$ cat src/rtl/pe_pkg.sv
// rtl/pe_pkg.sv - shared widths, operand mode and saturation bounds for the pe_mac PE
package pe_pkg;

  localparam int PE_DATA_W = 8;
  localparam int PE_WGT_W  = 8;
  localparam int PE_ACC_W  = 24;

  typedef enum logic {PE_UNSIGNED, PE_SIGNED} pe_mode_e;

  // Bounds are returned 64 bits wide; callers keep the low acc_w bits (acc_w <= 63).
  function automatic logic [63:0] sat_max(input int acc_w, input pe_mode_e mode);
    if (mode == PE_SIGNED) return (64'd1 << (acc_w - 1)) - 64'd1;
    return (64'd1 << acc_w) - 64'd1;
  endfunction

  function automatic logic [63:0] sat_min(input int acc_w, input pe_mode_e mode);
    if (mode == PE_SIGNED) return ~((64'd1 << (acc_w - 1)) - 64'd1);
    return '0;
  endfunction

endpackage

$ cat src/rtl/pe_mul.sv
// rtl/pe_mul.sv - combinational signed/unsigned multiplier for pe_mac
module pe_mul
  import pe_pkg::*;
#(
  parameter int A_W = PE_WGT_W,
  parameter int B_W = PE_DATA_W
) (
  input  logic [A_W-1:0]     a,
  input  logic [B_W-1:0]     b,
  input  logic               signed_mode,
  output logic [A_W+B_W-1:0] product
);

  localparam int P_W = A_W + B_W;

  pe_mode_e         mode;
  logic             a_ext;
  logic             b_ext;
  logic [P_W-1:0]   a_x;
  logic [P_W-1:0]   b_x;

  assign mode  = pe_mode_e'(signed_mode);
  assign a_ext = (mode == PE_SIGNED) & a[A_W-1];
  assign b_ext = (mode == PE_SIGNED) & b[B_W-1];
  assign a_x   = {{B_W{a_ext}}, a};
  assign b_x   = {{A_W{b_ext}}, b};

  // Low P_W bits of the product of the extended operands are exact in both modes.
  assign product = a_x * b_x;

endmodule

$ cat src/rtl/pe_mac.sv
// rtl/pe_mac.sv - double-buffered weight MAC PE; define PE_SAT_EN to clamp the sum instead of wrapping
module pe_mac
  import pe_pkg::*;
#(
  parameter int DATA_W = PE_DATA_W,
  parameter int WGT_W  = PE_WGT_W,
  parameter int ACC_W  = PE_ACC_W
) (
  input  logic              clk,
  input  logic              rst_n,
  input  logic [WGT_W-1:0]  w_in,
  input  logic              w_load_en,
  input  logic              w_swap,
  input  logic              signed_mode,
  input  logic              PE_en,
  input  logic              PE_stall,
  input  logic              in_valid,
  input  logic [DATA_W-1:0] ifmap,
  input  logic [ACC_W-1:0]  psum_in,
  output logic [DATA_W-1:0] ifmap_out,
  output logic              out_valid,
  output logic [ACC_W-1:0]  psum_out
);

  localparam int P_W = DATA_W + WGT_W;

  logic [WGT_W-1:0] shadow;
  logic [WGT_W-1:0] active;
  logic [P_W-1:0]   prod;
  logic             prod_sign;
  logic [ACC_W-1:0] prod_ext;
  logic [ACC_W-1:0] sum;

  pe_mul #(.A_W(WGT_W), .B_W(DATA_W)) u_mul (
    .a           (active),
    .b           (ifmap),
    .signed_mode (signed_mode),
    .product     (prod)
  );

  assign prod_sign = signed_mode & prod[P_W-1];
  assign prod_ext  = PE_en ? {{(ACC_W - P_W){prod_sign}}, prod} : '0;

`ifdef PE_SAT_EN
  localparam logic [63:0] S_MAX64 = sat_max(ACC_W, PE_SIGNED);
  localparam logic [63:0] S_MIN64 = sat_min(ACC_W, PE_SIGNED);
  localparam logic [63:0] U_MAX64 = sat_max(ACC_W, PE_UNSIGNED);
  localparam logic [ACC_W-1:0] S_MAX = S_MAX64[ACC_W-1:0];
  localparam logic [ACC_W-1:0] S_MIN = S_MIN64[ACC_W-1:0];
  localparam logic [ACC_W-1:0] U_MAX = U_MAX64[ACC_W-1:0];

  logic [ACC_W:0] sum_wide;

  assign sum_wide = {signed_mode & psum_in[ACC_W-1], psum_in}
                  + {signed_mode & prod_ext[ACC_W-1], prod_ext};

  // Signed overflow shows as disagreement between the guard bit and the ACC_W sign bit.
  always_comb begin
    sum = sum_wide[ACC_W-1:0];
    if (signed_mode) begin
      if (sum_wide[ACC_W] != sum_wide[ACC_W-1]) sum = sum_wide[ACC_W] ? S_MIN : S_MAX;
    end else if (sum_wide[ACC_W]) begin
      sum = U_MAX;
    end
  end
`else
  assign sum = psum_in + prod_ext;
`endif

  always_ff @(posedge clk) begin
    if (!rst_n) begin
      shadow    <= '0;
      active    <= '0;
      ifmap_out <= '0;
      psum_out  <= '0;
      out_valid <= 1'b0;
    end else begin
      if (w_load_en) shadow <= w_in;
      if (w_swap)    active <= w_load_en ? w_in : shadow;
      if (!PE_stall) begin
        out_valid <= in_valid;
        ifmap_out <= ifmap;
        psum_out  <= sum;
      end
    end
  end

endmodule

$ cat config.mk
export PLATFORM = sky130hd
export DESIGN_NAME = pe_mac
export DESIGN_NICKNAME = d
export VERILOG_FILES = /design/src/rtl/pe_pkg.sv /design/src/rtl/pe_mul.sv /design/src/rtl/pe_mac.sv
export SDC_FILE = /design/constraint.sdc
export NUM_CORES = 1
export LEC_CHECK = 0
export ABC_AREA = 1
export CORE_MARGIN = 8
export CORE_UTILIZATION = 50
export DETAILED_ROUTE_END_ITERATION = 12
export HOLD_SLACK_MARGIN = 0.08
export PLACE_DENSITY = 0.78
export REMOVE_ABC_BUFFERS = 1
export SYNTH_ARGS = -nofsm -noshare
export SYNTH_HDL_FRONTEND = slang
export SYNTH_SLANG_ARGS = --single-unit
export TNS_END_PERCENT = 100
$ cat constraint.sdc
create_clock -name clk -period 10.2 [get_ports clk]
set_clock_uncertainty 0.15 [all_clocks]
set_input_delay 2.04 -clock clk [delete_from_list [all_inputs] [get_ports clk]]
set_output_delay 2.04 -clock clk [all_outputs]
set_load 0.03 [all_outputs]
==> results.toml <==
[status]
outcome = "completed"

[yosys]
yosysWarnings = 0
synth_edf_count = 0
synth_area_mm2 = 0.00613
yosys_register_bits = 49
yosysTopAreaCell = "sky130_fd_sc_hd__fa_1"
netlist_top_cells_area = "sky130_fd_sc_hd__fa_1 (21%), sky130_fd_sc_hd__dfxtp_1 (16%), sky130_fd_sc_hd__inv_1 (12%)"
postSynth.asyncResetShare = 0
sequential_fraction_of_the_synthesis_area = 0.160
postSynthAreaPerCell_um2 = 7.18
synth_top_area_share = 0.209
netlist_instances = 855
yosys_most_used_dff = "sky130_fd_sc_hd__dfxtp_1"
ys_types = 42

[clock_tree]
post_cts_resized = 0
clock_latency_ns = 0.30
cts.path.max_buffers = 2
clock_tree.htree_level_count = 2
cts_root_buf = "sky130_fd_sc_hd__clkbuf_16"
total_cts_buffers = 5
cts_tree = "yes"
cts_setup_buffers = 0
post_cts_hold_buffer_count = 0
clock_sinks = 49
clock_pin_transition_on_the_worst_setup_and_hold_timing_paths_ns = 0.08

[placed_design]
place_worst_setup_slack_ns = 0.976
dpl.cell_count = 1055
gpl.final_weighted_congestion = 0.886
placed_cell_area_mm2 = 0.00701
hpwlAfterDp_mm = 12.0
port_buffers = 80

[cells_and_area]
instances_no_fill = 1063
fin_nets = 1083
final_cell_area_mm2 = 0.00718
num_antenna_cells = 0
area_growth_syn_to_layout_pct = 17.1
final.fill_count = 1129
share_of_layout_cells_above_drive_strength_1 = 0.0557

[pwr]
peakVddDrop_uv = 88.9
power.density_cell_area_mw_per_mm2 = 154
net-switching-power_w = 0.000516
sequentialPowerShare = 0.210
combinationalPowerShare = 0.607
p_leak_nw = 4.07
switching_power_share_of_the_total = 0.465
internal_power_w = 0.000593
clockPowerShare = 0.182
p_total_w = 0.00111

[worst_setup_path]
crit_path_start_kind = "input port"
worst_ep_arrival_time_ns = 9.00
critical_path.max_fanout = 9
r2r_end = "psum_out[23]$_SDFFE_PN0N_"
timing.reg2reg.setup_slack_ns = 3.20
worst-setup-path-type = "in2reg"
worst_r2r_path_depth = 31
cp-end-kind = "flop"
crit_required_ns = 10.25
critical-path-slowest-cell = "sky130_fd_sc_hd__clkdlybuf4s50_1"
worst_r2r_startpoint = "active[7]$_SDFFE_PN0P_"
cell_repeated_most_along_the_worst_path = "sky130_fd_sc_hd__inv_1"
crit_path_max_incr_delay_ns = 0.83

[timing]
rsz_0062_raised_after_global_routing = "false"
maxSlewViolCount = 0
timing.final.ws_setup_ns = 1.25
final.setup.tns_ns = 0
max_freq_ghz = 0.112
worstMarginPinSlew_ns = 0.916
slew_headroom = 0.388
timing.final.setup_violations = 0
timing_hold_violations_final = 0
final.min_clock_period_ns = 8.95
final.period_utilization = 0.877

[floorplanning]
io_pins = 81
dieArea_mm2 = 0.0161
number_of_rows_created_at_floorplan = 40
core_area_mm2 = 0.0120
chipWidth_um = 127
initial_utilization = 0.511
floorplan.die.height_um = 127

[grt]
grt_overflow_total = 0
pin_count_of_the_biggest_net_entering_global_routing = 39
gr_usage_total = 0.190
first_global_vias = 5314
antenna_found_initial = 0
grt_use_met1 = 0.250
met3_usage = 0.0344
wire_length_of_the_first_global_routing_pass_mm = 25.3
grt_use_met2 = 0.322
most_used_routing_layer = "met2"

[run]
maxCapViolations = 0

[route]
detailroute.via_count = 5417
wl_per_cell_um = 14.1
detail-route-antenna-nets = 0
total_length_of_routed_wires_mm = 15.0
drt-pass1-iter-count = 5
drt-vias-per-instance = 5.10
post-route-drc-count = 0
drc_marker_count_from_the_first_detailed_route_iteration = 280

[worst_hold_path]
hold_path_depth = 2
min_from = "ifmap_out[1]$_SDFFE_PN0N_"
min_delay_worst_endpoint = "ifmap_out[1]$_SDFFE_PN0N_"
hold_path.class = "reg2reg"
layer usage:
metal	wire length [um]	vias to the layer above
met5	0	-
met4	129	0
met3	803	11
met2	7220	128
met1	6850	2546
li1	-	2732
power groups by stage:
stage | clock network, W | registers, W | logic, W
2_1_floorplan | 0 | 0.000270 | 0.000456
3_3_place_gp | 0 | 0.000237 | 0.000658
3_5_place_dp | 0 | 0.000238 | 0.000667
4_1_cts | 0.000206 | 0.000233 | 0.000675
5_1_grt | 0.000212 | 0.000236 | 0.000755
6_report | 0.000202 | 0.000233 | 0.000674
layout make-up:
| class | count | area, um^2 | area share |
|---|---|---|---|
| multi-input cells | 572 | 4250 | 0.592 |
| flip-flops and latches | 49 | 981 | 0.137 |
| repair buffers | 84 | 831 | 0.116 |
| inverters | 203 | 762 | 0.106 |
| well taps | 147 | 184 | 0.0256 |
| clock buffers | 5 | 125 | 0.0174 |
| clock inverters | 3 | 48.8 | 0.00679 |
kinds of logic (layout without fill, tap and decap cells):
group / count (synthesis) / in the layout / synth area share
AND/OR/NAND/NOR: 307 / 307 / 0.213
adder cells (fa/ha/maj): 120 / 120 / 0.323
buffers and inverters: 234 / 295 / 0.147
XOR/XNOR: 16 / 16 / 0.0228
AO/OA/AOI/OAI: 121 / 121 / 0.121
flip-flops: 49 / 49 / 0.160
multiplexers: 8 / 8 / 0.0131
synth_stat cells, types with 7 or more instances:
cell type,instances
sky130_fd_sc_hd__inv_1,192
sky130_fd_sc_hd__nand2_1,161
sky130_fd_sc_hd__nor2_1,91
sky130_fd_sc_hd__fa_1,64
sky130_fd_sc_hd__ha_1,56
sky130_fd_sc_hd__dfxtp_1,49
sky130_fd_sc_hd__o21ai_0,39
sky130_fd_sc_hd__a21oi_1,38
sky130_fd_sc_hd__clkbuf_1,25
sky130_fd_sc_hd__nand3_1,17
sky130_fd_sc_hd__o211ai_1,12
sky130_fd_sc_hd__xor2_1,10
sky130_fd_sc_hd__inv_2,9
sky130_fd_sc_hd__nor3_1,9
sky130_fd_sc_hd__mux2i_1,8
sky130_fd_sc_hd__nand2_2,7
sky130_fd_sc_hd__nand4_1,7
state kept, by name (all words and copies together), names as in the netlist:
signal,count
ifmap_out,8
out_valid,1
shadow,8
psum_out,24
active,8
critical path, delay by kind of cell:
kind | cells | cell delay (ns)
AOI/OAI and AO/OA | 1 | 0.13
and+or+nand+nor | 15 | 2.04
adders and majority gates | 7 | 3.24
buffers and inverters | 9 | 1.54
stage by stage:
stage / util / hold WS, ns
2_1_floorplan: - / 0.306
3_3_place_gp: 0.584 / 0.312
3_5_place_dp: 0.584 / 0.320
4_1_cts: 0.598 / 0.337
5_1_grt: 0.598 / 0.363
6_report: 0.598 / 0.332
worst max-delay path by stage:
stage | startpoint | to | cells after the start
6_report | signed_mode | psum_out[23]$_SDFFE_PN0N_ | 32
5_1_grt | signed_mode | psum_out[23]$_SDFFE_PN0N_ | 32
4_1_cts | signed_mode | psum_out[23]$_SDFFE_PN0N_ | 32
3_5_place_dp | signed_mode | psum_out[23]$_SDFFE_PN0N_ | 32
3_3_place_gp | signed_mode | psum_out[23]$_SDFFE_PN0N_ | 32
2_1_floorplan | ifmap[0] | psum_out[20]$_SDFFE_PN0N_ | 35
cell usage in the layout (no fill, tap or decap), drive strengths merged:
cell           synthesis  layout
xor2                  10      10
nand4                 10      10
nor4                   1       1
o21ai                 46      46
o21a                   1       1
bufinv                 0       1
nor3                   9       9
a21oi                 44      44
clkbuf                25       5
nand3b                 1       1
or2                    1       1
o211ai                12      12
o221ai                 2       2
nand3                 22      22
xnor2                  6       6
ha                    56      56
fa                    64      64
clkdlybuf4s50          0      80
mux2i                  8       8
a21o                   6       6
inv                  201     202
buf                    6       4
nor2                  94      94
clkinvlp               0       1
o21bai                 4       4
dfxtp                 49      49
nand2                169     169
o2111ai                2       2
a21boi                 1       1
a31oi                  3       3
clkinv                 2       2
Power figures use the tool's default switching activity.
==> RTL edit 1, RTL diff (same settings) <==
Set the package constant `PE_DATA_W` to 10 (it was 8).
--- a/src/rtl/pe_pkg.sv
+++ b/src/rtl/pe_pkg.sv
@@ -2,5 +2,5 @@
 package pe_pkg;
 
-  localparam int PE_DATA_W = 8;
+  localparam int PE_DATA_W = 10;
   localparam int PE_WGT_W  = 8;
   localparam int PE_ACC_W  = 24;
Interface: changed (resized ifmap and ifmap_out); port bits go from 81 to 85. The function was not compared with the original's and may differ.
==> RTL edit 1 against the original RTL <==
  * Sequential cell count up 2
  * Synthesized area up 8.6%
  * Sequential share of layout area down 0.52 points
  * Setup slack better by 0.0063 ns
  * Routed wire length up 11%
  * Power about the same
  * Critical path type unchanged
  * Synthesized cell count up 11%
  * Sequential power up 4%
  * Cell area up 8.2%
  * Fmax about the same
==> RTL edit 1: results (changes against the original RTL) <==
metric;value;unit;change
status;finished clean;;
met2 Track Usage GR;33.6;%;+1.5 points
Avg Inst Size Synth;7.00;um^2;-2.4%
# fillers;1237;;+9.6%
share of cells above drive strength 1;2.27;%;-3.3 points
worst vdd ir;0.0798;mV;-10%
largest net degree at the start of global routing;33;;-15%
dominant cells by area after synthesis;fa_1 (23%), dfxtp_1 (15%), inv_1 (12%);;
reg-to-reg setup timing slack;2.78;ns;-0.42 ns
routed len/inst;14.0;um;-0.76%
CP peak stage delay;0.61;ns;-0.22 ns
Yosys cell types;34;;-19%
vias in the first global route;6024;;+13%
vias per cell;5.13;;+0.76%
R2R cell count;33;;+6.5%
headroom to the max-slew limit;36.6;%;-2.2 points
M3 GR Usage;3.28;%;-0.16 points
# port buffers;84;;+5.0%
Synth top cells by count;inv_1 (207), nand2_1 (193), nor2_1 (109);;
Iteration-0 DRC Markers;501;;+79%
leakage power;0.00447;uW;+9.8%
Tot GR Track Use;19.6;%;+0.59 points
Internal Power;598;uW;+0.81%
detailed placement HPWL;13400;um;+12%
RePlAce Congestion;0.928;;+4.8%
Root Driver;clkbuf_16;;
placed cell area;0.00760;mm^2;+8.5%
first-pass GRT wire length;28700;um;+13%
Max FO, Critical Path;11;;+2
placed insts;1179;;+12%
final hold slack;0.334;ns;+0.00174 ns
RTL edit 1: cell types whose count changed in the layout (fill, tap and decap cells not counted), moves of 10 or more:
cell / before / now
a21oi_1: 38 / 48
fa_1: 64 / 78
inv_1: 192 / 207
nand2_1: 161 / 193
nand3_1: 17 / 37
nor2_1: 91 / 109
o21ai_0: 39 / 54
RTL edit 1: layout make-up:
type                    count  area [um^2]  area share [%]
multi-input cells         654         4710            60.5
flip-flops and latches     51         1020            13.1
repair buffers             87          863            11.1
inverters                 211          792            10.2
well taps                 176          220            2.83
clock buffers               5          125            1.61
clock inverters             3         46.3           0.595
RTL edit 1: power by group through the flow:
stage | sequential (uW) | combinational (uW) | clock [uW]
3_5_place_dp | 246 | 664 | 0
5_1_grt | 245 | 760 | 212
6_report | 242 | 669 | 200
4_1_cts | 242 | 670 | 203
2_1_floorplan | 280 | 441 | 0
3_3_place_gp | 246 | 652 | 0
RTL edit 1: kinds of logic (layout without fill, tap and decap cells):
group	Yosys count	in the layout	share of synthesized area, %
compound gates	130	130	10.7
xor+xnor	14	14	1.84
fa+ha+maj	138	138	34.7
buf+inv	246	306	14.0
flops	51	51	15.3
mux	8	8	1.20
simple gates	364	364	22.2
RTL edit 1: worst paths after layout:
check	from	to
setup reg to reg	active[7]	psum_out[23]
hold / removal	ifmap_out[5]	ifmap_out[5]
setup / recovery	signed_mode	psum_out[23]
hold reg to reg	ifmap_out[5]	ifmap_out[5]
RTL edit 1: metrics by stage:
| step | util, % | worst slack [ns] |
|---|---|---|
| floorplan | - | 2.32 |
| global placement | 57.9 | 1.26 |
| detailed placement | 57.9 | 1.10 |
| CTS | 59.2 | 1.32 |
| global route | 59.2 | 0.585 |
| finish | 59.2 | 1.26 |
RTL edit 1: worst max-delay path: cells and delay by family:
family / cells / cell delay, ns
adder cells (fa/ha/maj): 7 / 3.37
AND/OR/NAND/NOR: 18 / 2.27
buffers and inverters: 8 / 1.16
AO/OA/AOI/OAI: 1 / 0.15
RTL edit 1: layer usage:
| metal | vias up | wire [um] |
|---|---|---|
| met2 | 201 | 8080 |
| met4 | 0 | 168 |
| met5 | - | 0 |
| met3 | 22 | 985 |
| li1 | 3018 | - |
| met1 | 2854 | 7390 |
==> RTL edit 2, RTL diff (same flow settings) <==
Made on the original files. Make the reset (`rst_n`) asynchronous in one clocked block.
--- a/src/rtl/pe_mac.sv
+++ b/src/rtl/pe_mac.sv
@@ -68,5 +68,5 @@
 `endif
 
-  always_ff @(posedge clk) begin
+  always_ff @(posedge clk or negedge rst_n) begin
     if (!rst_n) begin
       shadow    <= '0;
Function: changed (Yosys sat finds a counterexample within 4 cycles, from zero or initial values and one cycle with rst_n low; the reset may be asserted at any time).
==> RTL edit 2 against the original RTL <==
  * Global-route usage rose by 0.11 points
  * Final cell count down 2.4%
  * Cell area is 0.17% higher
  * Setup slack got worse by 0.086 ns
  * Critical endpoint is now psum_out[21]
  * First-iteration DRC count decreased by 4.3%
  * Largest cell class unchanged
  * Sequential cell count stayed put
  * Highest routed layer unchanged
  * Routed wire length decreased by 1.6%
  * Synthesized area up 0.63%
Power is not compared: it rests on default switching activity, and its combinational part moved more than twofold at a synthesized area within 25%.
==> RTL edit 2: results (changes against the original RTL) <==
metric;value;unit;change
status;finished clean;;
RePlAce Congestion;0.909;;+2.6%
post-synthesis compound-gate area fraction;9.99;%;-2.1 points
fin nets;1058;;-2.3%
Crit path arrival time;9.12;ns;+0.12 ns
share of cells above drive strength 1;6.06;%;+0.49 points
vias in the first global route;5338;;+0.45%
Avg Inst Size Synth;7.48;um^2;+4.3%
headroom to the max-slew limit;42.0;%;+3.2 points
Iteration-0 DRC Markers;268;;-4.3%
CP peak stage delay;0.74;ns;-0.09 ns
dpl ws;0.870;ns;-0.106 ns
routed len/inst;14.2;um;+0.74%
dominant cells by area after synthesis;fa_1 (21%), dfrtp_1 (20%), nand2_1 (13%);;
reg-to-reg setup timing slack;2.99;ns;-0.21 ns
Vias;5386;;-0.57%
first-pass GRT wire length;25100;um;-0.92%
async set-reset flop share out of synthesis;100;%;+100 points
Synth top cells by count;nand2_1 (217), inv_1 (175), fa_1 (64);;
post-synthesis adder-cell area fraction;32.1;%;-0.20 points
Primary FF master, synth;dfrtp_1;;
Max Clk Rate;111;MHz;-0.96%
Post-Synth XOR/XNOR Area;0.851;%;-1.4 points
placed insts;1030;;-2.4%
mux share of post-synthesis cell area;2.55;%;+1.2 points
Tot GR Track Use;19.1;%;+0.11 points
R2R cell count;32;;+3.2%
largest net degree at the start of global routing;50;;+28%
Yosys cell types;43;;+2.4%
DR pass1 iterations;4;;-1
Crit Reg-Reg Startpoint;active[7];;
detailed placement HPWL;12200;um;+1.4%
==> RTL edit 2: cell types whose count changed after synthesis, moves of 9 or more <==
| cell | before | now |
|---|---|---|
| nor2_1 | 91 | 45 |
| mux2_2 | 0 | 14 |
| dfxtp_1 | 49 | 0 |
| o211ai_1 | 12 | 3 |
| inv_1 | 192 | 175 |
| nand2_1 | 161 | 217 |
| dfrtp_1 | 0 | 49 |
==> RTL edit 2: logic make-up after synthesis <==
logic type	after synthesis
AOI/OAI and AO/OA	110
xor gates and xnor gates	6
adders and majority gates	120
buffers and inverters	204
DFF	49
muxes	14
and+or+nand+nor	322
==> RTL edit 2: worst min path at each step <==
stage	startpoint	end	slack (ns)	cells after the start
after floorplan	shadow[1]	shadow[1]	0.32	1
after global placement	psum_out[14]	psum_out[14]	0.31	2
after detailed placement	psum_out[5]	psum_out[5]	0.31	2
after CTS	psum_out[5]	psum_out[5]	0.33	2
after global routing	shadow[2]	shadow[2]	0.35	1
final	psum_out[5]	psum_out[5]	0.32	2
==> RTL edit 2: per-stage QoR <==
step	cell area (um^2)	total power [uW]	util [%]
floorplan	6050	1870	-
global placement	7060	2330	58.8
detailed placement	7060	2360	58.8
CTS	7200	2540	59.9
finish	7200	2540	59.9
global route	7200	2860	59.9
==> RTL edit 2: power by group <==
group | internal (uW) | total (uW) | switching [uW]
logic | 792 | 2080 | 1290
clock network | 90.3 | 167 | 76.5
registers | 253 | 294 | 41.7
total | 1130 | 2540 | 1410
==> RTL edit 2: area by class of cell <==
class,instances,area share [%]
Sequential cell,49,17.0
Clock inverter,2,0.139
Tap cell,147,2.56
Clock buffer,6,1.79
Timing Repair Buffer,84,11.4
Inverter,178,9.32
Multi-Input combinational cell,572,57.8
==> RTL edit 2: critical path: cells and delay by family <==
| kind | cells | cell delay, ns |
|---|---|---|
| compound gates | 3 | 0.33 |
| fa+ha+maj | 7 | 3.29 |
| buf+inv | 9 | 1.36 |
| simple gates | 14 | 2.07 |
==> RTL edit 2: per-layer routing <==
layer / share of wire [%] / global-route usage (%) / vias up / wire length, um
met5: 0 / 0 / - / 0
met4: 1.6 / 5.25 / 0 / 235
li1: - / - / 2667 / -
met3: 8.0 / 5.91 / 21 / 1190
met1: 45 / 24.7 / 2551 / 6640
met2: 45 / 30.2 / 147 / 6700
